$ cat src/rtl/pipe_hazard_ctrl_pkg.sv
// Shared definitions for the two-stage pipeline hazard sequencer.
//   - FSM state encodings (RUN, LOAD_WAIT, FLUSH)
//   - M-stage control bits and the NOP constant that M captures on a bubble
package pipe_hazard_ctrl_pkg;

  localparam logic [1:0] ST_RUN       = 2'd0;
  localparam logic [1:0] ST_LOAD_WAIT = 2'd1;
  localparam logic [1:0] ST_FLUSH     = 2'd2;

  typedef struct packed {
    logic regwrite;
    logic load;
  } m_ctrl_t;

  localparam m_ctrl_t NOP_CTRL = '{regwrite: 1'b0, load: 1'b0};

endpackage

$ cat src/rtl/pipe_hazard_ctrl_sat_counter.sv
// Saturating up-counter used for the pipeline performance counters.
// Ports:
//   clk    in  1  clock
//   reset  in  1  synchronous active-high clear
//   inc    in  1  count this cycle
//   q      out W  current count, sticks at all-ones
module sat_counter #(
  parameter int W = 16
) (
  input  logic         clk,
  input  logic         reset,
  input  logic         inc,
  output logic [W-1:0] q
);

  logic [W-1:0] cnt_q;

  always_ff @(posedge clk) begin
    if (reset) begin
      cnt_q <= '0;
    end else if (inc && (cnt_q != '1)) begin
      cnt_q <= cnt_q + 1'b1;
    end
  end

  assign q = cnt_q;

endmodule

$ cat src/rtl/pipe_hazard_ctrl.sv
// Hazard sequencer for the two-stage (X = decode/execute, M = memory/writeback)
// pipeline. Owns the M-stage scoreboard, drives the PC and X->M enables,
// inserts bubbles, squashes wrong-path instructions after a redirect and
// produces the operand-forward selects.
// Ports:
//   clk, reset                 clock, synchronous active-high reset
//   valid_x .. redirect_x      description of the instruction currently in X
//   pc_wrt_en                  PC register write enable
//   xm_wrt_en                  X->M register enable (0 = M holds)
//   xm_bubble                  M captures a NOP
//   squash_x                   X instruction is wrong-path
//   fwd1, fwd2                 forward M writeback data to ALU operand 1 / 2
//   stall_cnt, flush_cnt       saturating performance counters
module pipe_hazard_ctrl
  import pipe_hazard_ctrl_pkg::*;
#(
  parameter int REG_INDEX_BIT_WIDTH = 4,
  parameter int MEM_LAT             = 0,
  parameter int FLUSH_SLOTS         = 1,
  parameter int CNT_BITS            = 16
) (
  input  logic                           clk,
  input  logic                           reset,
  input  logic                           valid_x,
  input  logic [REG_INDEX_BIT_WIDTH-1:0] sr1_x,
  input  logic [REG_INDEX_BIT_WIDTH-1:0] sr2_x,
  input  logic                           use1_x,
  input  logic                           use2_x,
  input  logic [REG_INDEX_BIT_WIDTH-1:0] rd_x,
  input  logic                           regwrite_x,
  input  logic                           load_x,
  input  logic                           redirect_x,
  output logic                           pc_wrt_en,
  output logic                           xm_wrt_en,
  output logic                           xm_bubble,
  output logic                           squash_x,
  output logic                           fwd1,
  output logic                           fwd2,
  output logic [CNT_BITS-1:0]            stall_cnt,
  output logic [CNT_BITS-1:0]            flush_cnt
);

  localparam bit         LAT_EN   = (MEM_LAT > 0);
  localparam bit         FLUSH_EN = (FLUSH_SLOTS > 0);
  // The detecting RUN/FLUSH cycle is the first wait cycle, so LOAD_WAIT
  // lasts MEM_LAT-1 cycles and the pipeline stalls exactly MEM_LAT cycles.
  localparam logic [2:0] LAT_M1   = 3'((MEM_LAT > 0) ? MEM_LAT - 1 : 0);
  localparam logic [2:0] FSLOTS   = 3'(FLUSH_SLOTS);

  logic [1:0]                     state_q, state_d;
  logic                           m_valid_q, m_valid_d;
  logic [REG_INDEX_BIT_WIDTH-1:0] m_rd_q, m_rd_d;
  m_ctrl_t                        m_ctrl_q, m_ctrl_d;
  logic                           m_load_done_q, m_load_done_d;
  logic [2:0]                     wait_cnt_q, wait_cnt_d;
  logic [2:0]                     flush_left_q, flush_left_d;

  logic pc_en, xm_en, bubble, squash, load_pend, hit1, hit2;

  assign load_pend = m_valid_q & m_ctrl_q.load & ~m_load_done_q & LAT_EN;
  assign hit1 = use1_x & m_valid_q & m_ctrl_q.regwrite & (m_rd_q == sr1_x);
  assign hit2 = use2_x & m_valid_q & m_ctrl_q.regwrite & (m_rd_q == sr2_x);

  always_comb begin
    state_d       = state_q;
    m_valid_d     = m_valid_q;
    m_rd_d        = m_rd_q;
    m_ctrl_d      = m_ctrl_q;
    m_load_done_d = m_load_done_q;
    wait_cnt_d    = wait_cnt_q;
    flush_left_d  = flush_left_q;
    pc_en         = 1'b0;
    xm_en         = 1'b0;
    bubble        = 1'b0;
    squash        = 1'b0;

    case (state_q)
      ST_LOAD_WAIT: begin
        // wait_cnt counts the LOAD_WAIT cycles still to go, this one included.
        wait_cnt_d = wait_cnt_q - 3'd1;
        if (wait_cnt_q <= 3'd1) begin
          m_load_done_d = 1'b1;
          // A flush interrupted by the load resumes where it paused.
          state_d = (flush_left_q != 3'd0) ? ST_FLUSH : ST_RUN;
        end
      end
      default: begin
        if (load_pend) begin
          // Stall beats advance; a pending flush is paused, not counted.
          if (LAT_M1 == 3'd0) begin
            m_load_done_d = 1'b1;
          end else begin
            state_d    = ST_LOAD_WAIT;
            wait_cnt_d = LAT_M1;
          end
        end else begin
          pc_en         = 1'b1;
          xm_en         = 1'b1;
          squash        = (state_q == ST_FLUSH);
          bubble        = ~valid_x | squash;
          m_valid_d     = valid_x & ~squash;
          m_rd_d        = rd_x;
          m_load_done_d = 1'b0;
          if (bubble) begin
            m_ctrl_d = NOP_CTRL;
          end else begin
            m_ctrl_d.regwrite = regwrite_x;
            m_ctrl_d.load     = load_x;
          end
          if (state_q == ST_FLUSH) begin
            flush_left_d = flush_left_q - 3'd1;
            if (flush_left_q <= 3'd1) state_d = ST_RUN;
          end else if (redirect_x & valid_x & FLUSH_EN) begin
            state_d      = ST_FLUSH;
            flush_left_d = FSLOTS;
          end
        end
      end
    endcase
  end

  // Control state: cleared by reset
  always_ff @(posedge clk) begin
    if (reset) begin
      state_q       <= ST_RUN;
      m_valid_q     <= 1'b0;
      m_ctrl_q      <= NOP_CTRL;
      m_load_done_q <= 1'b0;
      wait_cnt_q    <= 3'd0;
      flush_left_q  <= 3'd0;
    end else begin
      state_q       <= state_d;
      m_valid_q     <= m_valid_d;
      m_ctrl_q      <= m_ctrl_d;
      m_load_done_q <= m_load_done_d;
      wait_cnt_q    <= wait_cnt_d;
      flush_left_q  <= flush_left_d;
    end
  end

  // M destination index: qualified by m_valid_q, so it needs no reset
  always_ff @(posedge clk) begin
    m_rd_q <= m_rd_d;
  end

  assign pc_wrt_en = ~reset & pc_en;
  assign xm_wrt_en = ~reset & xm_en;
  assign xm_bubble = reset | bubble;
  assign squash_x  = reset | squash;
  assign fwd1      = ~reset & hit1;
  assign fwd2      = ~reset & hit2;

  sat_counter #(.W(CNT_BITS)) u_stall_cnt (
    .clk   (clk),
    .reset (reset),
    .inc   (~pc_wrt_en),
    .q     (stall_cnt)
  );

  sat_counter #(.W(CNT_BITS)) u_flush_cnt (
    .clk   (clk),
    .reset (reset),
    .inc   (squash_x & valid_x),
    .q     (flush_cnt)
  );

endmodule

$ cat config.mk
export PLATFORM = sky130hd
export DESIGN_NAME = pipe_hazard_ctrl
export DESIGN_NICKNAME = d
export VERILOG_FILES = /design/src/rtl/pipe_hazard_ctrl_pkg.sv /design/src/rtl/pipe_hazard_ctrl_sat_counter.sv /design/src/rtl/pipe_hazard_ctrl.sv
export SDC_FILE = /design/constraint.sdc
export NUM_CORES = 1
export LEC_CHECK = 0
export BUFFER_PORTS_ARGS = -buffer_cell sky130_fd_sc_hd__buf_4
export CELL_PAD_IN_SITES_DETAIL_PLACEMENT = 1
export CELL_PAD_IN_SITES_GLOBAL_PLACEMENT = 1
export CORE_MARGIN = 2
export CORE_UTILIZATION = 35
export CTS_CLUSTER_SIZE = 25
export DETAILED_ROUTE_END_ITERATION = 8
export PLACE_DENSITY_LB_ADDON = 0.1
export SLEW_MARGIN = 5
export SYNTH_ARGS = -nofsm -noshare
export SYNTH_HDL_FRONTEND = slang
export SYNTH_HIERARCHICAL = 1
export SYNTH_SLANG_ARGS = --single-unit
$ cat constraint.sdc
create_clock -name clk -period 1.8 [get_ports clk]
set_input_delay 0.27 -clock clk [delete_from_list [all_inputs] [get_ports clk]]
set_output_delay 0.27 -clock clk [all_outputs]
set_load 0.01 [all_outputs]
==> flow_metrics.py, run 1 <==
metrics = {
    "cts": {
        "ctsHoldBuffers": 0,
        "numCtsBuffers": 5,
        "post-cts-setup-buffers": 0,
        "insertion_delay_ps": 300,
        "clock-sinks": 42,
        "tritoncts": "yes",
        "cts_root_buffer": "clkbuf_8",
        "cts_resized": 0,
        "htree_levels": 2,
        "cts_buffer_depth": 2,
        "cts.clk_slew.worst_paths_ps": 90,
    },
    "power_and_ir_drop": {
        "total_leakage_power_nw": 1.26,
        "power_mw": 1.86,
        "ir_worst_vdd_mv": 0.319,
        "power_density_nw_per_um2": 614,
    },
    "timing": {
        "drv_slew": 0,
        "finalHoldViolCount": 0,
        "rsz0062_at_grt": "no",
        "worst_clock_skew_ps": 14.0,
        "finalCriticalPeriod_ps": 1680,
        "whs_ps": 64.6,
        "finalSetupViolCount": 0,
        "slew_headroom": 0.612,
        "tns_ps": 0,
        "fin_crit_sh": 0.931,
        "fin_ws_ps": 124,
        "worstMarginPinSlew_ps": 574,
        "max_freq_ghz": 0.597,
    },
    "synth": {
        "synth_nets": 269,
        "synthTopCellsByArea": "dfxtp_1, a21oi_1, or4_1, o31ai_1, nand3_1",
        "synth-seq-cells": 42,
        "post-synth-top-count-cell": "dfxtp_1",
        "synth-edff-count": 0,
        "ys_seq_area_frac": 0.389,
        "ys_types": 41,
        "synth_cells": 245,
        "synth-simple-area-share": 0.324,
        "synthTopCellsByCount": "dfxtp_1, a21oi_1, nor2_1, or4_1",
        "synth-adder-area-share": 0.0231,
        "synthFlopType": "dfxtp_1",
        "syn_area_um2": 2160,
        "synthMuxAreaShare": 0.0197,
        "synth-xor-area-share": 0.0486,
        "synth_top_area_frac": 0.389,
        "synth_top_family_by_area": "simple AND/OR/NAND/NOR gates",
        "yosysTopAreaCell": "dfxtp_1",
        "yosys_warnings": 6,
        "synth_compound_area_frac": 0.156,
        "synthArstFlopShare": 0,
        "avgSynthCellArea_um2": 8.83,
    },
    "detailed_routing": {
        "postRouteAntennaNets": 0,
        "route.final.wire_length_um": 6060,
        "viasPerCell": 5.36,
        "wl_per_cell_um": 14.7,
        "drt_iter0_drc": 51,
        "drc_errors": 0,
        "first_pass_iters": 4,
        "vias": 2203,
    },
    "setup_path": {
        "cp.required_ps": 2040,
        "rr_worst_depth": 6,
        "cp_max_fo": 17,
        "slowest_stage": "or4_1",
        "path_depth": 6,
        "reg2reg_slack_ps": 120,
        "regToRegStartpoint": "u_flush_cnt/q[0]",
        "cp_data_arrival_time_ps": 1910,
        "crit_type": "reg -> reg",
        "path_buf_inv": 1,
        "cp_slowest_stage_delay_ps": 520,
        "critical-path-top-delay-family": "simple AND/OR/NAND/NOR gates",
        "cp-start-kind": "flip-flop",
        "path_cells": "ha_1, nand3_1, nor4_4, buf_12, or4_1, a21oi_1",
        "critPathCaptureType": "flip-flop",
        "crit_start": "u_flush_cnt/q[0]",
    },
    "final_layout": {
        "syn_to_final_growth_pct": 40.2,
        "drive_above_1_share": 0.330,
        "n_antenna_cell": 0,
        "utilization": 0.509,
        "fin_nets": 359,
        "instances_no_fill": 411,
        "finalInstanceArea_um2": 3030,
    },
    "floorplan": {
        "die_area_um2": 6830,
        "core_area_um2": 5960,
        "placementRows": 28,
        "io_pins": 58,
        "initial_utilization": 0.363,
        "fp.dieW_um": 82.6,
        "die_h_um": 82.6,
    },
    "grt": {
        "antenna_found_initial": 0,
        "grt_pass1_vias": 2124,
        "grt_max_degree": 22,
        "grt_remaining_overflow": 0,
        "grtUsageTotal": 0.184,
        "grt_pass1_wl_um": 9740,
    },
    "min_path": {
        "hold_start": "rd_x[3]",
        "hold_path_class": "in -> reg",
        "holdPathStages": 1,
    },
    "run": {
        "drv_cap": 0,
    },
    "placement": {
        "place_area_um2": 2920,
        "port-buffer-count": 56,
        "globalplace.congestion": 0.749,
        "post-place-cells": 403,
        "dpl.hpwl_um": 4570,
        "place_worst_setup_slack_ps": 111,
    },
    "run_status": {
        "status": "finished, final reports clean",
    },
}
[cells in the final DEF, fill, tap and decap left out, types with 2 or more instances in the layout]
| cell type | n |
|---|---|
| nand2b_1 | 2 |
| o21ai_0 | 8 |
| mux2_2 | 2 |
| o311ai_0 | 2 |
| a21oi_1 | 23 |
| nand4_4 | 2 |
| nand3_1 | 12 |
| buf_4 | 91 |
| ha_1 | 4 |
| o21a_1 | 2 |
| nor4_4 | 2 |
| xnor2_1 | 6 |
| o31ai_1 | 12 |
| dfxtp_2 | 2 |
| nor4_1 | 6 |
| nor2b_1 | 5 |
| nor4bb_1 | 2 |
| and4_1 | 6 |
| nor2_1 | 14 |
| xor2_1 | 6 |
| nand2_1 | 12 |
| nor3_1 | 8 |
| nand3b_1 | 2 |
| mux2i_1 | 2 |
| and3_1 | 5 |
| clkbuf_8 | 8 |
| nand4_1 | 6 |
| nand2_2 | 2 |
| o41ai_1 | 2 |
| dfxtp_1 | 40 |
| inv_1 | 12 |
| or3_1 | 6 |
| or4_1 | 14 |
[state kept, by name, summed over array words and instances (netlist names)]
name / count
flush_left_q: 3
m_ctrl_q: 1
m_rd_q: 4
m_valid_q: 1
state_q: 1
u_flush_cnt/q: 16
u_stall_cnt/q: 16
[kinds of logic (layout without fill, tap and decap cells)]
family,after synthesis,count (layout)
xor gates and xnor gates,12,12
and+or+nand+nor,108,108
adders and majority gates,4,4
DFF,42,42
AOI/OAI and AO/OA,54,54
buffers and inverters,21,112
muxes,4,4
[layout make-up]
cell class                 instances  area [um2]
multi-input combinational        182        1240
tap                               75        93.8
fill                             732        2920
clock buffer                       8         110
inverter                          12        45.0
sequential                        42         843
timing repair buffer              92         703
[report_power, final]
part / internal [mW] / leakage, nW / switching, mW
Sequential: 0.950 / 0.342 / 0.0145
Clock: 0.388 / 0.0575 / 0.337
Combinational: 0.0911 / 0.864 / 0.0831
Total: 1.43 / 1.26 / 0.434
[layer usage]
metal,up-vias,track usage,wire length (um),part of all wire
li1,1101,-,-,-
met5,-,0,0,0
met3,5,0.0391,270,0.045
met1,1056,0.224,2710,0.45
met2,41,0.326,3020,0.50
met4,0,0.0541,59,0.0097
[final timing paths]
| check | end |
|---|---|
| hold reg to reg | flush_left_q[0] |
| setup reg to reg | u_flush_cnt/q[9] |
| setup / recovery | u_flush_cnt/q[9] |
| hold / removal | m_rd_q[3] |
(Power assumes the default switching activity.)
==> inputs of run 2 (changes only) <==
Settings changed: CORE_UTILIZATION 35 to 36, CTS_BUF_LIST from default to sky130_fd_sc_hd__clkbuf_8, RECOVER_POWER from default to 25.
==> run 2 against run 1 <==
Effect of this change: sequential cell count unchanged; critical path depth unchanged; first-iteration DRC count is 41% higher; clock skew down 9.0 ps; design area shrank 0.54%; highest routed layer unchanged.
==> flow_metrics.py, run 2 (same netlist as run 1, synthesis figures left out) <==
metrics = {
    "grt": {
        "grt_pass1_wl_um": 10100,
        "grt_pass1_vias": 2169,
        "grtUsageTotal": 0.196,
        "grt_remaining_overflow": 0,
        "antenna_found_initial": 0,
        "grt_max_degree": 25,
    },
    "detailed_routing": {
        "postRouteAntennaNets": 0,
        "route.final.wire_length_um": 6010,
        "viasPerCell": 5.45,
        "first_pass_iters": 4,
        "wl_per_cell_um": 14.7,
        "vias": 2235,
        "drt_iter0_drc": 72,
        "drc_errors": 0,
    },
    "final_layout": {
        "layout_common_cells": "buf_4, dfxtp_1, a21oi_1",
        "syn_to_final_growth_pct": 39.4,
        "fin_nets": 358,
        "instances_no_fill": 410,
        "drive_above_1_share": 0.304,
        "layout_commonest_cell": "buf_4",
        "register_area_um2": 842,
        "fillers": 703,
        "multi_input_area_um2": 1240,
        "n_antenna_cell": 0,
    },
    "min_path": {
        "hold_path_class": "in -> reg",
        "holdPathStages": 1,
        "hold_start": "rd_x[1]",
        "holdPathEnd": "m_rd_q[1]",
    },
    "timing": {
        "worstMarginPinSlew_ps": 564,
        "tns_ps": 0,
        "worst_clock_skew_ps": 5.05,
        "drv_slew": 0,
        "finalSetupViolCount": 0,
        "slew_headroom": 0.619,
        "rsz0062_at_grt": "no",
        "max_freq_ghz": 0.594,
        "finalHoldViolCount": 0,
        "finalCriticalPeriod_ps": 1680,
        "fin_crit_sh": 0.936,
    },
    "cts": {
        "htree_levels": 2,
        "cts.clk_slew.worst_paths_ps": 80,
        "post-cts-setup-buffers": 0,
        "clock-sinks": 42,
        "tritoncts": "yes",
        "insertion_delay_ps": 290,
        "cts_buffer_depth": 2,
        "numCtsBuffers": 5,
        "cts_root_buffer": "clkbuf_8",
    },
    "floorplan": {
        "io_pins": 58,
        "die_area_um2": 6650,
        "die_h_um": 81.5,
        "fp.dieW_um": 81.5,
        "core_area_um2": 5850,
        "placementRows": 28,
        "initial_utilization": 0.370,
    },
    "setup_path": {
        "cp.required_ps": 2030,
        "regToRegStartpoint": "u_flush_cnt/q[0]",
        "timing.rr.end": "u_flush_cnt/q[7]",
        "reg2reg_slack_ps": 120,
        "cp_max_fo": 8,
        "cp-start-kind": "flip-flop",
        "rr_worst_depth": 6,
        "critPathCaptureType": "flip-flop",
        "crit_type": "reg -> reg",
        "cp_data_arrival_time_ps": 1910,
    },
    "power_and_ir_drop": {
        "p_sw_mw": 0.437,
        "total_leakage_power_nw": 1.24,
        "combPwrFrac": 0.083,
        "p_int_mw": 1.63,
        "swShare": 0.212,
        "ir_worst_vdd_mv": 0.286,
        "p_seq_frac": 0.467,
        "p_clk_frac": 0.450,
        "power_density_nw_per_um2": 685,
    },
    "placement": {
        "post-place-cells": 402,
        "dpl.hpwl_um": 4540,
        "globalplace.congestion": 0.791,
        "port-buffer-count": 56,
    },
    "run": {
        "drv_cap": 0,
    },
    "run_status": {
        "status": "finished, final reports clean",
    },
}
-- run 2: how the worst max path moves through the flow --
stage,from,to,slack (ps),depth (start not counted)
floorplan,state_q[1],u_flush_cnt/q[7],70,6
global placement,reset,u_flush_cnt/q[15],110,7
detailed placement,reset,u_flush_cnt/q[15],90,7
CTS,u_flush_cnt/q[7],u_flush_cnt/q[15],60,4
global route,u_flush_cnt/q[0],u_flush_cnt/q[9],5,6
finish,u_flush_cnt/q[0],u_flush_cnt/q[7],120,6
-- run 2: per-layer routing --
metal	part of all wire	vias up	GRT usage
met4	0.011	0	0.0593
li1	-	1100	-
met3	0.058	6	0.0451
met2	0.50	48	0.354
met5	0	-	0
met1	0.43	1081	0.230
-- run 2: through the flow --
stage	utilization	instance area (um2)	power [mW]	setup WS, ps	hold slack, ps
6_report	0.516	3020	2.07	116	91.7
5_1_grt	0.516	3020	2.17	4.54	74.0
4_1_cts	0.520	3040	2.10	59.4	55.8
3_5_place_dp	0.496	2900	1.16	93.7	376
3_3_place_gp	0.496	2900	1.16	109	374
2_1_floorplan	-	2160	1.07	66.9	298
-- run 2: cell type report --
class | count | area share
Multi-Input combinational cell | 182 | 0.411
Sequential cell | 42 | 0.279
Timing Repair Buffer | 91 | 0.217
Tap cell | 75 | 0.0311
Clock buffer | 6 | 0.0274
Clock inverter | 2 | 0.0199
Inverter | 12 | 0.0149
-- run 2: power groups by stage --
stage	logic (mW)	clock network, mW	registers [mW]
floorplan	0.0740	0	0.992
detailed placement	0.176	0	0.987
CTS	0.178	0.962	0.965
finish	0.172	0.930	0.965
global placement	0.170	0	0.985
global route	0.194	1.01	0.967
-- run 2: critical path: stages, from the launching register on --
cell	delay, ps
dfxtp_1	330
ha_1	250
nand3_1	160
nor4_4	60
buf_4	170
or4_1	500
a21oi_1	140
-- run 2: timing repair --
item,4_1_cts,5_1_grt
endpoints found under the setup margin,0,4
gates resized for setup,0,2
hold buffers,0,0
